`src/rtl/rf_write_arbiter_if.sv`:
```
// Writeback bundle between the two requesters, decode's hazard queries and the register-file write port.
// The arbiter takes the slave view, the environment drives the master view.
interface rf_write_arbiter_if #(
    parameter int AW = 5,
    parameter int DW = 32
);
    logic          v0;
    logic [AW-1:0] a0;
    logic [DW-1:0] d0;
    logic          rdy0;
    logic          v1;
    logic [AW-1:0] a1;
    logic [DW-1:0] d1;
    logic          rdy1;
    logic          rf_we;
    logic [AW-1:0] rf_addr;
    logic [DW-1:0] rf_wdata;
    logic [AW-1:0] qaddr1;
    logic          qbusy1;
    logic [AW-1:0] qaddr2;
    logic          qbusy2;

    modport master (
        output v0, a0, d0, v1, a1, d1, qaddr1, qaddr2,
        input  rdy0, rdy1, rf_we, rf_addr, rf_wdata, qbusy1, qbusy2
    );

    modport slave (
        input  v0, a0, d0, v1, a1, d1, qaddr1, qaddr2,
        output rdy0, rdy1, rf_we, rf_addr, rf_wdata, qbusy1, qbusy2
    );
endinterface

```
`src/rtl/rf_write_arbiter.sv`:
```
// Shares the register-file write port between the ALU (port 0) and load (port 1) writeback paths.
// Define WB_ROUND_ROBIN_EN for round-robin contention; otherwise the load port has fixed priority.
module rf_write_arbiter #(
    parameter int AW   = 5,
    parameter int DW   = 32,
    parameter int ZREG = 31
) (
    input  logic              clk,
    input  logic              reset_n,
    rf_write_arbiter_if.slave wb
);
    localparam logic [AW-1:0] ZADDR = AW'(ZREG);

    logic          grant1;
    logic          xfer;
    logic          xfer_write;
    logic [AW-1:0] xfer_addr;
    logic [DW-1:0] xfer_data;
    logic          we_q;
    logic [AW-1:0] addr_q;
    logic [DW-1:0] data_q;

`ifdef WB_ROUND_ROBIN_EN
    logic last_grant;

    // On contention the port that did not win the previous contested cycle goes next.
    assign grant1 = wb.v1 && (!wb.v0 || !last_grant);

    always_ff @(posedge clk or negedge reset_n) begin
        if (!reset_n) begin
            last_grant <= 1'b1;
        end else if (wb.v0 && wb.v1) begin
            last_grant <= grant1;
        end
    end
`else
    assign grant1 = wb.v1;
`endif

    assign wb.rdy0    = wb.v0 && !grant1;
    assign wb.rdy1    = grant1;
    assign xfer       = wb.rdy0 || wb.rdy1;
    assign xfer_addr  = grant1 ? wb.a1 : wb.a0;
    assign xfer_data  = grant1 ? wb.d1 : wb.d0;
    assign xfer_write = xfer && (xfer_addr != ZADDR);

    // Zero-register transfers complete the handshake but never reach the register file.
    always_ff @(posedge clk or negedge reset_n) begin
        if (!reset_n) begin
            we_q   <= 1'b0;
            addr_q <= '0;
            data_q <= '0;
        end else begin
            we_q <= xfer_write;
            if (xfer_write) begin
                addr_q <= xfer_addr;
                data_q <= xfer_data;
            end
        end
    end

    assign wb.rf_we    = we_q;
    assign wb.rf_addr  = addr_q;
    assign wb.rf_wdata = data_q;

    // A register is busy while a request targets it or its registered write has not landed yet.
    assign wb.qbusy1 = (wb.qaddr1 != ZADDR) &&
                       ((we_q && addr_q == wb.qaddr1) ||
                        (wb.v0 && wb.a0 == wb.qaddr1) ||
                        (wb.v1 && wb.a1 == wb.qaddr1));
    assign wb.qbusy2 = (wb.qaddr2 != ZADDR) &&
                       ((we_q && addr_q == wb.qaddr2) ||
                        (wb.v0 && wb.a0 == wb.qaddr2) ||
                        (wb.v1 && wb.a1 == wb.qaddr2));
endmodule

```
`src/flat_wrapper.sv`:
```
// flat-port wrapper written by rule: the top's interface ports become plain ports
module rf_write_arbiter_flat 
#(
    parameter int AW   = 5,
    parameter int DW   = 32,
    parameter int ZREG = 31
)
  (clk, reset_n, wb_v0, wb_a0, wb_d0, wb_v1, wb_a1, wb_d1, wb_qaddr1, wb_qaddr2, wb_rdy0, wb_rdy1, wb_rf_we, wb_rf_addr, wb_rf_wdata, wb_qbusy1, wb_qbusy2);
  rf_write_arbiter_if #(.AW(AW), .DW(DW)) wb_i ();
  input  logic clk;
  input  logic reset_n;
  input wire logic [$bits(wb_i.v0)-1:0] wb_v0;
  input wire logic [$bits(wb_i.a0)-1:0] wb_a0;
  input wire logic [$bits(wb_i.d0)-1:0] wb_d0;
  input wire logic [$bits(wb_i.v1)-1:0] wb_v1;
  input wire logic [$bits(wb_i.a1)-1:0] wb_a1;
  input wire logic [$bits(wb_i.d1)-1:0] wb_d1;
  input wire logic [$bits(wb_i.qaddr1)-1:0] wb_qaddr1;
  input wire logic [$bits(wb_i.qaddr2)-1:0] wb_qaddr2;
  output wire logic [$bits(wb_i.rdy0)-1:0] wb_rdy0;
  output wire logic [$bits(wb_i.rdy1)-1:0] wb_rdy1;
  output wire logic [$bits(wb_i.rf_we)-1:0] wb_rf_we;
  output wire logic [$bits(wb_i.rf_addr)-1:0] wb_rf_addr;
  output wire logic [$bits(wb_i.rf_wdata)-1:0] wb_rf_wdata;
  output wire logic [$bits(wb_i.qbusy1)-1:0] wb_qbusy1;
  output wire logic [$bits(wb_i.qbusy2)-1:0] wb_qbusy2;
  assign wb_i.v0 = wb_v0;
  assign wb_i.a0 = wb_a0;
  assign wb_i.d0 = wb_d0;
  assign wb_i.v1 = wb_v1;
  assign wb_i.a1 = wb_a1;
  assign wb_i.d1 = wb_d1;
  assign wb_i.qaddr1 = wb_qaddr1;
  assign wb_i.qaddr2 = wb_qaddr2;
  assign wb_rdy0 = wb_i.rdy0;
  assign wb_rdy1 = wb_i.rdy1;
  assign wb_rf_we = wb_i.rf_we;
  assign wb_rf_addr = wb_i.rf_addr;
  assign wb_rf_wdata = wb_i.rf_wdata;
  assign wb_qbusy1 = wb_i.qbusy1;
  assign wb_qbusy2 = wb_i.qbusy2;
  rf_write_arbiter #(.AW(AW), .DW(DW), .ZREG(ZREG)) u_core (.clk(clk), .reset_n(reset_n), .wb(wb_i));
endmodule
```
`config.mk`:
```
export PLATFORM = sky130hd
export DESIGN_NAME = rf_write_arbiter_flat
export DESIGN_NICKNAME = d
export VERILOG_FILES = /design/src/rtl/rf_write_arbiter_if.sv /design/src/rtl/rf_write_arbiter.sv /design/src/flat_wrapper.sv
export SDC_FILE = /design/constraint.sdc
export NUM_CORES = 1
export LEC_CHECK = 0
export CORE_MARGIN = 2
export CORE_UTILIZATION = 37
export CTS_CLUSTER_SIZE = 28
export DETAILED_ROUTE_END_ITERATION = 10
export GPL_TIMING_DRIVEN = 0
export PLACE_DENSITY = 0.8
export SYNTH_ARGS = -nofsm -noshare
export SYNTH_HDL_FRONTEND = slang
export SYNTH_SLANG_ARGS = --single-unit
```
`constraint.sdc`:
```
create_clock -name clk -period 2.2 [get_ports clk]
set_input_delay 0.66 -clock clk [delete_from_list [all_inputs] [get_ports clk]]
set_output_delay 0.66 -clock clk [all_outputs]
set_load 0.02 [all_outputs]
```
==> flow_summary.ini <==
[run_status]
status = complete, but fails checks
violations = setup timing

[worst_setup_path]
start_kind = primary input
cp_max_fo = 4
end_kind = output pin
crit_type = primary input to output pin
cp.arrival_ns = 1.60
cp_data_required_time_ns = 1.54

[yosys]
synth_top_family_by_area = compound AO/OA/AOI/OAI gates
synth.mux.area_fraction_pct = 0
avgSynthCellArea_um2 = 9.49
synth_cells = 225
synthDistinctLibCells = 23
synth_area_leader_cell = dfrtp_1
synth_top_area_share_pct = 44.5
ys_warn_count = 0
yosysSeqAreaShare_pct = 44.5
synthAdderAreaFrac_pct = 0
ys_ff_latch = 38
syn_nets = 313
synth_compound_area_share_pct = 18.2
synthXorXnorAreaFrac_pct = 12.3
synth-simple-area-share_pct = 13.8
synth.cell_area_um2 = 2130
synth_area_leaders = dfrtp_1 (45%), a221o_1 (15%), xor2_1 (9.8%)

[floorplan]
die_area_um2 = 6390
die_w_um = 80.0
start_util_pct = 38.5
die_y_um = 80.0
row_count = 27
ioPinCount = 130
core_um2 = 5540

[placement]
hpwl_um = 4920
place.gp.congestion = 0.893
portBuffers = 126

[sta]
maxSlewViolCount = 0
tightest_slew_ns = 0.877
setup_viol = 2
fin_crit_sh_pct = 103
finClkSkew_ns = 0
slew_headroom_pct = 41.5
grt_setup_unrepaired = true
hold_viol = 0
timing.final.ws_setup_ns = -0.0584
fmax_ghz = 0.443
fin_tns_setup_ns = -0.117
min_period_ns = 2.26

[layout]
layout_common_cells = clkdlybuf4s50_1 (103), inv_1 (37), nor2_1 (37)
nets = 450
n_antenna_cell = 0
drive_gt1_share_pct = 15.4
final_common_cell = clkdlybuf4s50_1
area_delta_synth_final_pct = 71.7

[drt]
num_vias = 2198
route.detailed.drc = 0
wl_per_cell_um = 15.2
ant_nets = 0
drt_pass1_iterations = 4
drt_iter0_markers = 133
viasPerCell = 5.05
drt-total-wl_um = 6600

[grt]
grt_pass1_wl_um = 10300
gr-total-overflow = 0
grt_usage_pct = 20.7
grt_max_degree = 39
grt_pass1_vias = 2188
antenna_found_initial = 0

[clocking]
root_buffer = clkbuf_8
insertion_delay_ns = 0.29
cts_made_buffers = 5
tritoncts = built
htree_levels = 2
cts.path.max_buffers = 2
cts_hold_buf = 0
cts_sinks = 38
cts.clk_slew.worst_paths_ns = 0.08

[run]
maxCapViolCount = 0

[pwr]
p_leak_nw = 1.69
p_per_area_nw_per_um2 = 606
vdd_drop_max_mv = 0.376
design_power_total_mw = 2.22

[hold_path]
hold_path.class = primary input to asynchronous set/reset pin
[flip-flops by register name, summed over array words and instances, names as in the netlist]
signal,count
u_core.wb.rf_wdata,32
u_core.wb.rf_addr,5
u_core.wb.rf_we,1
[Yosys cell counts]
cell / number
a21oi_1: 2
a221o_1: 33
a41oi_1: 1
and3_1: 2
buf_2: 5
buf_4: 2
buf_6: 4
clkbuf_1: 2
clkbuf_2: 1
dfrtp_1: 38
inv_1: 37
nand2_1: 5
nand3_1: 6
nand4_1: 7
nor2_1: 37
nor3b_1: 1
nor4_1: 6
o21ai_1: 1
o221a_2: 2
o22ai_1: 2
or3_1: 1
xnor2_1: 6
xor2_1: 24
[layer usage]
metal	part of all wire (%)	vias to the layer above	wire [um]	GRT usage [%]
li1	-	1058	-	-
met1	42	1051	2800	25.3
met3	7.7	10	506	6.67
met5	0	-	0	0
met2	49	79	3220	35.3
met4	1.1	0	73	4.92
[kinds of logic after synthesis]
kind of cell | count (synthesis)
and+or+nand+nor | 65
buffers and inverters | 51
AOI/OAI and AO/OA | 41
DFF | 38
xor gates and xnor gates | 30
[worst max-delay path: stages]
cell	delay, ns
clkbuf_16	0.13
xor2_1	0.13
nor4_1	0.31
nand4_1	0.12
nand3_1	0.12
buf_6	0.12
[where the power goes]
part           internal (mW)  switching, mW  leakage (nW)
sequential             0.770         0.0534         0.452
combinational          0.379          0.304          1.16
clock                  0.454          0.260        0.0683
[repair_timing]
action / CTS / global route
resized for setup: 109 / 12
buffers inserted: 2 / 2
hold endpoints to repair: 0 / 0
pin swaps: 15 / 7
endpoints found under the setup margin: 34 / 3
[cell type report]
cell class              instances  area [um2]
clock buffers                   5        68.8
multi-input cells             136         973
well taps                      72        90.1
flip-flops and latches         38         955
repair buffers                130        1250
fillers                       474        1880
inverters                      37         139
clock inverters                 3        68.8
plain buffers                  14         118
[metrics by stage]
stage / hold WS, ns / utilization [%] / setup slack [ns] / cells / instance area (um2)
2_1_floorplan: 0.364 / - / 0.0355 / 225 / 2130
6_report: 0.477 / 66.1 / -0.0584 / 435 / 3660
3_3_place_gp: 0.496 / 62.9 / -0.968 / 423 / 3490
3_5_place_dp: 0.498 / 62.8 / -0.994 / 423 / 3480
5_1_grt: 0.536 / 66.1 / -0.0959 / 435 / 3660
4_1_cts: 0.514 / 65.4 / -0.0596 / 433 / 3620
[path summary, 6_finish.rpt]
kind                                                     from                                 end  slack [ns]  depth (start not counted)
max                                                  wb_a1[1]                           wb_qbusy1       -0.06                          6
min                                                   reset_n  u_core.wb.rf_wdata[31]$_DFFE_PN0P_        0.48                          1
max reg2reg                  u_core.wb.rf_addr[1]$_DFFE_PN0P_    u_core.wb.rf_addr[1]$_DFFE_PN0P_        1.27                          2
min reg2reg                u_core.wb.rf_wdata[22]$_DFFE_PN0P_  u_core.wb.rf_wdata[22]$_DFFE_PN0P_        0.52                          1
max in group asynchronous                             reset_n    u_core.wb.rf_addr[1]$_DFFE_PN0P_        1.11                          1
min in group clk           u_core.wb.rf_wdata[22]$_DFFE_PN0P_  u_core.wb.rf_wdata[22]$_DFFE_PN0P_        0.52                          1
Power figures use the tool's default switching activity.
